[config.mk]
export PLATFORM = sky130hd
export DESIGN_NAME = dpc_frame_ctrl
export DESIGN_NICKNAME = d
export VERILOG_FILES = /design/src/rtl/dpc_frame_ctrl.sv
export SDC_FILE = /design/constraint.sdc
export NUM_CORES = 1
export LEC_CHECK = 0
export CAP_MARGIN = 25
export CORE_ASPECT_RATIO = 0.7
export CORE_UTILIZATION = 60
export CTS_CLUSTER_SIZE = 28
export DETAILED_ROUTE_END_ITERATION = 8
export PLACE_DENSITY_LB_ADDON = 0.05
export SLEW_MARGIN = 20
export SYNTH_ARGS = -nofsm -noshare
export SYNTH_HDL_FRONTEND = slang
export SYNTH_SLANG_ARGS = --single-unit
[constraint.sdc]
create_clock -name clk -period 3.45 [get_ports clk]
set_input_delay 0.5175 -clock clk [delete_from_list [all_inputs] [get_ports clk]]
set_output_delay 0.5175 -clock clk [all_outputs]
set_load 0.01 [all_outputs]
[src/rtl/dpc_frame_ctrl.sv]
// Frame timing and config controller for the 5x5 defect-pixel-correction datapath.
// Tracks pixel position, derives Bayer phase and window validity, shadows config.
//
// Ports:
//   clk, rst_n       clock, asynchronous active-low reset
//   href_i, vsync_i  input line strobe and frame sync (rising edge = frame start)
//   cfg_we           one-cycle write of cfg_thresh/cfg_bayer/cfg_bypass into pending
//   thresh_o         active defect threshold
//   phase_o          Bayer phase of the current input pixel
//   win_valid_o      every tap of the 5x5 window holds a pixel of this frame
//   corr_en_o        window valid and correction not bypassed
//   href_o, vsync_o  sync inputs delayed LATENCY cycles
//   cfg_pending_o    a written config is waiting for the next frame start
//   frame_done_o     one-cycle pulse after the last line of a frame
//   err_o            sticky {frame_err, line_err}, cleared at frame start
module dpc_frame_ctrl #(
    parameter int BITS    = 8,
    parameter int WIDTH   = 2048,
    parameter int HEIGHT  = 2048,
    parameter int LATENCY = 8
) (
    input  logic            clk,
    input  logic            rst_n,
    input  logic            href_i,
    input  logic            vsync_i,
    input  logic            cfg_we,
    input  logic [BITS-1:0] cfg_thresh,
    input  logic [1:0]      cfg_bayer,
    input  logic            cfg_bypass,
    output logic [BITS-1:0] thresh_o,
    output logic [1:0]      phase_o,
    output logic            win_valid_o,
    output logic            corr_en_o,
    output logic            href_o,
    output logic            vsync_o,
    output logic            cfg_pending_o,
    output logic            frame_done_o,
    output logic [1:0]      err_o
);

    localparam int CW = $clog2(WIDTH + 1);
    localparam int RW = $clog2(HEIGHT + 1);

    localparam logic [CW-1:0] COL_MAX  = CW'(WIDTH);
    localparam logic [RW-1:0] ROW_MAX  = RW'(HEIGHT);
    localparam logic [RW-1:0] ROW_LAST = RW'(HEIGHT - 1);

    typedef enum logic [2:0] {
        S_IDLE,
        S_VBLANK,
        S_ACTIVE,
        S_HBLANK,
        S_DONE
    } state_t;

    state_t state;
    state_t state_nxt;

    logic href_d;
    logic vsync_d;
    logic vs_rise;
    logic h_rise;
    logic h_fall;
    logic in_frame;
    logic col_full;
    logic row_full;
    logic pix;

    logic [CW-1:0] col;
    logic [RW-1:0] row;

    logic [BITS-1:0] thr_act;
    logic [BITS-1:0] thr_pnd;
    logic [1:0]      bay_act;
    logic [1:0]      bay_pnd;
    logic            byp_act;
    logic            byp_pnd;
    logic            pnd;

    logic line_err;
    logic frame_err;

    logic [LATENCY-1:0] href_sr;
    logic [LATENCY-1:0] vsync_sr;

    assign vs_rise  = vsync_i & ~vsync_d;
    assign h_rise   = href_i & ~href_d;
    assign h_fall   = ~href_i & href_d;
    assign in_frame = (state == S_VBLANK) || (state == S_ACTIVE)
                   || (state == S_HBLANK);
    assign col_full = (col == COL_MAX);
    assign row_full = (row == ROW_MAX);
    // Lines arriving after the last row of a frame are ignored.
    assign pix      = href_i & in_frame & ~row_full;

    // Saturated column means the line overran WIDTH: window is no longer trusted.
    assign win_valid_o = pix & (32'(row) >= 32'd4) & (32'(col) >= 32'd4)
                       & ~col_full;
    assign corr_en_o   = win_valid_o & ~byp_act;
    assign phase_o     = pix ? (bay_act ^ {row[0], col[0]}) : 2'b00;

    assign thresh_o      = thr_act;
    assign cfg_pending_o = pnd;
    assign err_o         = {frame_err, line_err};
    assign href_o        = href_sr[LATENCY-1];
    assign vsync_o       = vsync_sr[LATENCY-1];

    always_comb begin
        state_nxt    = state;
        frame_done_o = 1'b0;
        unique case (state)
            S_IDLE:   state_nxt = S_IDLE;
            S_VBLANK: if (href_i) state_nxt = S_ACTIVE;
            S_ACTIVE: if (h_fall) state_nxt = (row == ROW_LAST) ? S_DONE : S_HBLANK;
            S_HBLANK: if (href_i) state_nxt = S_ACTIVE;
            S_DONE: begin
                frame_done_o = 1'b1;
                state_nxt    = S_IDLE;
            end
            default:  state_nxt = S_IDLE;
        endcase
        if (vs_rise) state_nxt = S_VBLANK;
    end

    always_ff @(posedge clk or negedge rst_n) begin
        if (!rst_n) begin
            state   <= S_IDLE;
            href_d  <= 1'b0;
            vsync_d <= 1'b0;
        end else begin
            state   <= state_nxt;
            href_d  <= href_i;
            vsync_d <= vsync_i;
        end
    end

    always_ff @(posedge clk or negedge rst_n) begin
        if (!rst_n) begin
            col <= '0;
            row <= '0;
        end else if (vs_rise) begin
            col <= '0;
            row <= '0;
        end else if (in_frame) begin
            if (h_fall) begin
                col <= '0;
                if (!row_full) row <= row + RW'(1);
            end else if (pix && !col_full) begin
                col <= col + CW'(1);
            end
        end
    end

    // An unfinished frame is flagged as it is restarted, so frame_err
    // survives the clear that every frame start performs.
    always_ff @(posedge clk or negedge rst_n) begin
        if (!rst_n) begin
            line_err  <= 1'b0;
            frame_err <= 1'b0;
        end else if (vs_rise) begin
            line_err  <= 1'b0;
            frame_err <= in_frame;
        end else begin
            if (in_frame && href_i && col_full) line_err <= 1'b1;
            if (h_rise && row_full)             frame_err <= 1'b1;
        end
    end

    // A write coinciding with frame start goes straight to the active copy.
    always_ff @(posedge clk or negedge rst_n) begin
        if (!rst_n) begin
            thr_act <= '0;
            bay_act <= '0;
            byp_act <= 1'b0;
            thr_pnd <= '0;
            bay_pnd <= '0;
            byp_pnd <= 1'b0;
            pnd     <= 1'b0;
        end else if (vs_rise) begin
            if (cfg_we) begin
                thr_act <= cfg_thresh;
                bay_act <= cfg_bayer;
                byp_act <= cfg_bypass;
                pnd     <= 1'b0;
            end else if (pnd) begin
                thr_act <= thr_pnd;
                bay_act <= bay_pnd;
                byp_act <= byp_pnd;
                pnd     <= 1'b0;
            end
        end else if (cfg_we) begin
            thr_pnd <= cfg_thresh;
            bay_pnd <= cfg_bayer;
            byp_pnd <= cfg_bypass;
            pnd     <= 1'b1;
        end
    end

    always_ff @(posedge clk or negedge rst_n) begin
        if (!rst_n) begin
            href_sr  <= '0;
            vsync_sr <= '0;
        end else begin
            href_sr[0]  <= href_i;
            vsync_sr[0] <= vsync_i;
            for (int i = 1; i < LATENCY; i++) begin
                href_sr[i]  <= href_sr[i-1];
                vsync_sr[i] <= vsync_sr[i-1];
            end
        end
    end

endmodule
==> results of run 1 <==
routing by layer:
layer,vias up,wire [um]
met4,0,79
li1,1119,-
met3,7,423
met5,-,0
met2,71,2840
met1,1143,2960
cell usage after synthesis (all sizes together) (5+ instances only):
cell type  instances  share of area [%]
o21ai             16                2.6
dfrtp             68                 54
inv                9                1.1
or3               10                2.1
buf               10                2.2
nand3             13                2.1
nand2             19                2.4
and2               5                1.2
a21oi             23                3.8
nor2              29                3.7
mux2              12                4.3
mux2i             11                3.5
nor3               9                1.4
kinds of logic (layout without fill, tap and decap cells):
| family | after synthesis | count (layout) | share of synthesized area [%] |
|---|---|---|---|
| AOI/OAI and AO/OA | 59 | 59 | 11.9 |
| muxes | 23 | 23 | 7.85 |
| DFF | 68 | 68 | 54.5 |
| adders and majority gates | 4 | 4 | 1.60 |
| buffers and inverters | 22 | 63 | 3.68 |
| and+or+nand+nor | 114 | 114 | 19.7 |
| xor gates and xnor gates | 3 | 3 | 0.841 |
worst max-delay path by stage:
stage | end | cells after the start
4_1_cts | corr_en_o | 7
3_3_place_gp | corr_en_o | 5
6_report | corr_en_o | 7
5_1_grt | corr_en_o | 7
3_5_place_dp | corr_en_o | 5
2_1_floorplan | corr_en_o | 6
final cells by class:
cell class | instances | area (um2) | share of cell area, %
tap | 69 | 86.3 | 2.35
multi-input combinational | 203 | 1310 | 35.6
clock buffer | 9 | 124 | 3.38
timing repair buffer | 38 | 363 | 9.89
inverter | 9 | 33.8 | 0.921
sequential | 68 | 1700 | 46.4
clock inverter | 7 | 52.6 | 1.43
flip-flops by register name, summed over array words and instances, names as in the netlist, 3 cells and up:
name	cells
col	12
row	12
href_sr	8
thr_pnd	8
thresh_o	8
vsync_sr	8
state	3
worst max-delay path, cell delays in order, from the launching register on:
cell             delay, ns
dfrtp_1               0.44
inv_1                 0.10
ha_1                  0.19
nor4bb_1              0.12
nand3_1               0.20
nand2_1               0.17
nor3_1                0.19
clkdlybuf4s50_1       0.56
layout by cell type (no fill, tap or decap), types with 3 or more instances in the layout:
cell type / instances
dfrtp_1: 68
clkdlybuf4s50_1: 32
nor2_1: 28
a21oi_1: 22
nand2_1: 18
o21ai_0: 15
nand3_1: 13
mux2_2: 12
mux2i_1: 11
inv_1: 9
nor3_1: 9
clkbuf_8: 9
or3_1: 8
buf_4: 5
nor3b_1: 4
o22a_1: 4
or4_1: 4
ha_1: 4
xnor2_1: 3
nor4_1: 3
nor2b_1: 3
and2_1: 3
clkinv_4: 3
where the power goes:
part	total, mW	internal, mW	switching, mW
logic	0.427	0.214	0.214
clock network	0.580	0.264	0.316
registers	0.979	0.892	0.0871
==> summary.md, run 1 <==
| Metric | Value |
|---|---|
| DR pass1 iterations | `5` |
| Pins over their slew limit | `0` |
| Design area | `0.00367 mm2` |
| CP Max Fanout | `5` |
| Crit path arrival time | `2.29 ns` |
| Port bufs | `33` |
| CP startpoint | `row[0]` |
| Synth cell types | `52` |
| Power Total | `1.99 mW` |
| Util after Layout | `75.1%` |
| GR Util met2 | `37.6%` |
| FF-to-FF End | `row[7]` |
| Number of diodes | `0` |
| Resize count post-CTS | `0` |
| Synthesized cell area | `0.00312 mm2` |
| Antenna viol nets, final | `0` |
| CP startpoint kind | `register` |
| CTS Buf Count | `9` |
| Final Setup Violations | `0` |
| Routed vias/inst | `5.81` |
| Largest net degree at the start of global routing | `48` |
| Fill cell count | `349` |
| Flop2flop setup slack | `1.20 ns` |
| First-pass GRT wire length | `10.7 mm` |
| Placed inst area | `0.00349 mm2` |
| Synth Register Bits | `68` |
| Setup_tns | `0 ns` |
| Peak VDD IR | `401 uV` |
| Worst skew pair latency | `0.34 ns` |
| Post-layout nets | `349` |
| H-tree depth | `3` |
| Core area | `0.00489 mm2` |
| Fin Hold WS | `0.126 ns` |
| Post-detail-place hpwl | `4.46 mm` |
| Register area share after synthesis | `54.5%` |
| Setup Slack @ Placement | `0.757 ns` |
| Final min period | `2.81 ns` |
| Reg2reg start | `row[0]` |
| GR met1 Demand/Resource | `36.6%` |
| Avg Cell Area, Syn | `10.7 um2` |
| Crit path required time | `2.93 ns` |
| Syn-to-layout area delta | `17.4%` |
| Post-CTS Setup Inserts | `0` |
| CTS tree | `built` |
| Pleak | `1.54 nW` |
| Slew Limit Headroom | `50.1%` |
| Power Density | `541 mW/mm2` |
| Clock sinks | `68` |
| Routing usage on met3 | `9.38%` |
| DRC | `0` |
| Total global routing track utilization | `26.0%` |
| Register-to-Register Path Depth | `7` |
| Syn Nets | `313` |
| Synth Flop Type | `dfrtp_1` |
| Gr ovfl total | `0` |
| Initial DRC Count | `108` |
| Final wirelength | `6.31 mm` |
| Setup WS post-layout | `0.641 ns` |
| Initial Util | `63.9%` |
| Tcrit/Tclk final | `81.4%` |
| IO Count | `34` |
| Chip width | `88.2 um` |
| Vias | `2340` |
| Worst hold path type | `in2async` |
| Synth warn | `0` |
| Mapped Cells | `293` |
| Count of hold-fix buffers inserted at cts | `0` |
| Post-synth EDFFs | `0` |
| Die Y | `62.4 um` |
| Outcome | `completed` |
| Gr busiest metal | `met2` |
| Clock transition at path regs | `0.08 ns` |
| F_max | `0.356 GHz` |
| Setup crit end kind | `output port` |
| Unrepaired setup endpoints after global routing | `no` |
| Max_cap viols | `0` |
| Final Non-Filler Cells | `403` |
| Vias in the first global route | `2261` |
| Initial antenna violation count | `0` |
| FP Rows | `21` |
| Placer congestion estimate | `0.831` |
| Layout cell share with drive strength beyond 1 | `13.8%` |
| Clock Skews | `0.00738 ns` |
| Least-Margin Pin Slew | `0.748 ns` |
| Routed WL per cell | `15.7 um` |
| Final Hold Fails | `0` |
| Cells after DPL | `387` |
| FFs w/ async S/R, synth | `100%` |
| Root buffer cell | `clkbuf_8` |
| Crit Path Class | `reg2out` |
| Die area | `0.00550 mm2` |
| Clk buf depth | `2` |
Note: power is estimated with default switching activity, not from simulation.
==> run 2, diff against run 1 <==
CORE_UTILIZATION = 56   (was 60)
clock period = 2.7 ns   (was 3.45 ns; I/O delays follow)
==> run 2 against run 1 <==
Worst setup slack got worse by 0.48 ns. Clock power rose by 76%. Combinational power rose by 36%. Cell count rose by 1.7%. Sequential power rose by 28%. Utilization fell by 3.8 points. Largest cell class unchanged. Highest routed layer unchanged.
==> summary.md, run 2 (synthesized netlist as in run 1, its figures left out) <==
| Metric | Value |
|---|---|
| Regs by FF count | `col (12), row (12)` |
| Pins over their slew limit | `0 (unchanged)` |
| Initial DRC Count | `77 (-29%)` |
| Placer congestion estimate | `0.823 (-0.93%)` |
| Setup crit end kind | `output port` |
| Cells after DPL | `392 (+1.3%)` |
| Chip width | `91.3 um (+3.4%)` |
| CP Max Fanout | `5 (unchanged)` |
| First-pass GRT wire length | `10.3 mm (-4.4%)` |
| Outcome | `completed` |
| Final Setup Violations | `0 (unchanged)` |
| Post-layout nets | `353 (+1.1%)` |
| CP startpoint kind | `register` |
| IO Count | `34 (unchanged)` |
| Slowest-stage cell, CP | `clkdlybuf4s50_1` |
| Initial antenna violation count | `0 (unchanged)` |
| FP Rows | `22 (+4.8%)` |
| Antenna viol nets, final | `0 (unchanged)` |
| Slew Limit Headroom | `57.5% (+7.3 points)` |
| Count of hold-fix buffers inserted at cts | `0 (unchanged)` |
| Port bufs | `33 (unchanged)` |
| DRC | `0 (unchanged)` |
| Critical-path cell list | `inv_1 -> ha_1 -> nor4bb_1 -> nand3_1 -> nand2_1 -> nor2_1 -> clkdlybuf4s50_1` |
| Most frequent cells in the layout | `68 x dfrtp_1, 32 x clkdlybuf4s50_1, 28 x nor2_1` |
| GR Util met2 | `36.4% (-1.2 points)` |
| Power Density | `752 mW/mm2 (+39%)` |
| Util after Layout | `71.3% (-3.8 points)` |
| Layout cell share with drive strength beyond 1 | `14.8% (+1.0 points)` |
| Crit path arrival time | `2.14 ns (-0.15 ns)` |
| Total global routing track utilization | `22.8% (-3.2 points)` |
| Root buffer cell | `clkbuf_8` |
| Tcrit/Tclk final | `94.1%` |
| Max_cap viols | `0 (unchanged)` |
| Routed WL per cell | `14.7 um (-6.3%)` |
| Vias in the first global route | `2169 (-4.1%)` |
| Clock transition at path regs | `0.07 ns (about the same)` |
| Final min period | `2.54 ns` |
| Die Y | `64.5 um (+3.4%)` |
| Gr ovfl total | `0 (unchanged)` |
| Routing usage on met3 | `7.28% (-2.1 points)` |
| GR met1 Demand/Resource | `30.5% (-6.1 points)` |
| Routed vias/inst | `5.59 (-3.7%)` |
| Pleak | `1.60 nW (+3.6%)` |
| Setup_tns | `0 ns (unchanged)` |
| Final wirelength | `6.02 mm (-4.6%)` |
| Crit path required time | `2.30 ns (-0.63 ns)` |
| Core area | `0.00531 mm2 (+8.7%)` |
| Clk buf depth | `2 (unchanged)` |
| H-tree depth | `3 (unchanged)` |
| Worst hold path type | `in2async` |
| Largest net degree at the start of global routing | `42 (-13%)` |
| Commonest non-fill, non-tap cell in the layout | `dfrtp_1` |
| Initial Util | `58.8% (-5.1 points)` |
| Final Hold Fails | `0 (unchanged)` |
| Vias | `2293 (-2.0%)` |
| Crit-path max cell delay | `0.56 ns (about the same)` |
| F_max | `0.393 GHz` |
| Post-detail-place hpwl | `4.22 mm (-5.5%)` |
| Syn-to-layout area delta | `21.2%` |
| Unrepaired setup endpoints after global routing | `no` |
| Number of diodes | `0 (unchanged)` |
| CTS Buf Count | `9 (unchanged)` |
| Die area | `0.00589 mm2 (+6.9%)` |
| DR pass1 iterations | `4 (-1)` |
| Clock Skews | `0.00558 ns (-0.00180 ns)` |
| Gr busiest metal | `met2` |
| Least-Margin Pin Slew | `0.638 ns (-0.110 ns)` |
| Worst skew pair latency | `0.34 ns (about the same)` |
| CTS tree | `built` |
| Peak VDD IR | `523 uV (+30%)` |
| Clock sinks | `68 (unchanged)` |
| Crit Path Class | `reg2out` |
| Final Non-Filler Cells | `410 (+1.7%)` |
-- run 2: final cells by class --
cell class | instances | area, um2
sequential | 68 | 1700
fill | 387 | 1530
clock buffer | 10 | 138
tap | 72 | 90.1
multi-input combinational | 203 | 1310
clock inverter | 6 | 111
inverter | 9 | 33.8
timing repair buffer | 42 | 405
-- run 2: layer usage --
| layer | vias to the layer above | wire length, um |
|---|---|---|
| li1 | 1132 | - |
| met1 | 1131 | 2910 |
| met2 | 28 | 2880 |
| met3 | 2 | 202 |
| met4 | 0 | 25 |
| met5 | - | 0 |
-- run 2: worst max-delay path: cells and delay by family, from the launching register on --
family / cells / cell delay, ns
adder cells (fa/ha/maj): 1 / 0.19
buffers and inverters: 2 / 0.65
AND/OR/NAND/NOR: 4 / 0.56
flip-flops: 1 / 0.40
-- run 2: what timing repair did --
item                       4_1_cts  5_1_grt
setup endpoints to repair        2        2
resized for setup                0        1
buffers inserted                 1        1
-- run 2: final timing paths --
| path | start | endpoint | slack [ns] | cells past startpoint |
|---|---|---|---|---|
| worst max-delay path | row[0] | phase_o[1] | 0.16 | 7 |
| worst min-delay path | rst_n | href_sr[6] | 0.09 | 1 |
| worst max register to register | row[0] | col[7] | 0.58 | 9 |
| worst min register to register | href_sr[2] | href_sr[3] | 0.35 | 0 |
| max in group asynchronous | rst_n | thresh_o[6] | 1.98 | 2 |
| min in group clk | href_sr[2] | href_sr[3] | 0.35 | 0 |
-- run 2: where the power goes --
group | internal [mW] | switching (mW) | leakage, nW
Sequential | 1.14 | 0.108 | 0.842
Clock | 0.638 | 0.384 | 0.122
Combinational | 0.294 | 0.286 | 0.636
Total | 2.07 | 0.778 | 1.60
-- run 2: per-stage QoR --
stage / power, mW / cell area, um2 / hold WS [ns] / setup slack, ns
after floorplan: 1.62 / 3120 / 0.109 / 0.888
after global placement: 1.81 / 3520 / 0.331 / 0.268
after detailed placement: 1.83 / 3520 / 0.335 / 0.268
after CTS: 2.86 / 3780 / 0.100 / 0.110
after global routing: 2.99 / 3790 / 0.129 / 0.0283
final: 2.85 / 3790 / 0.0854 / 0.159
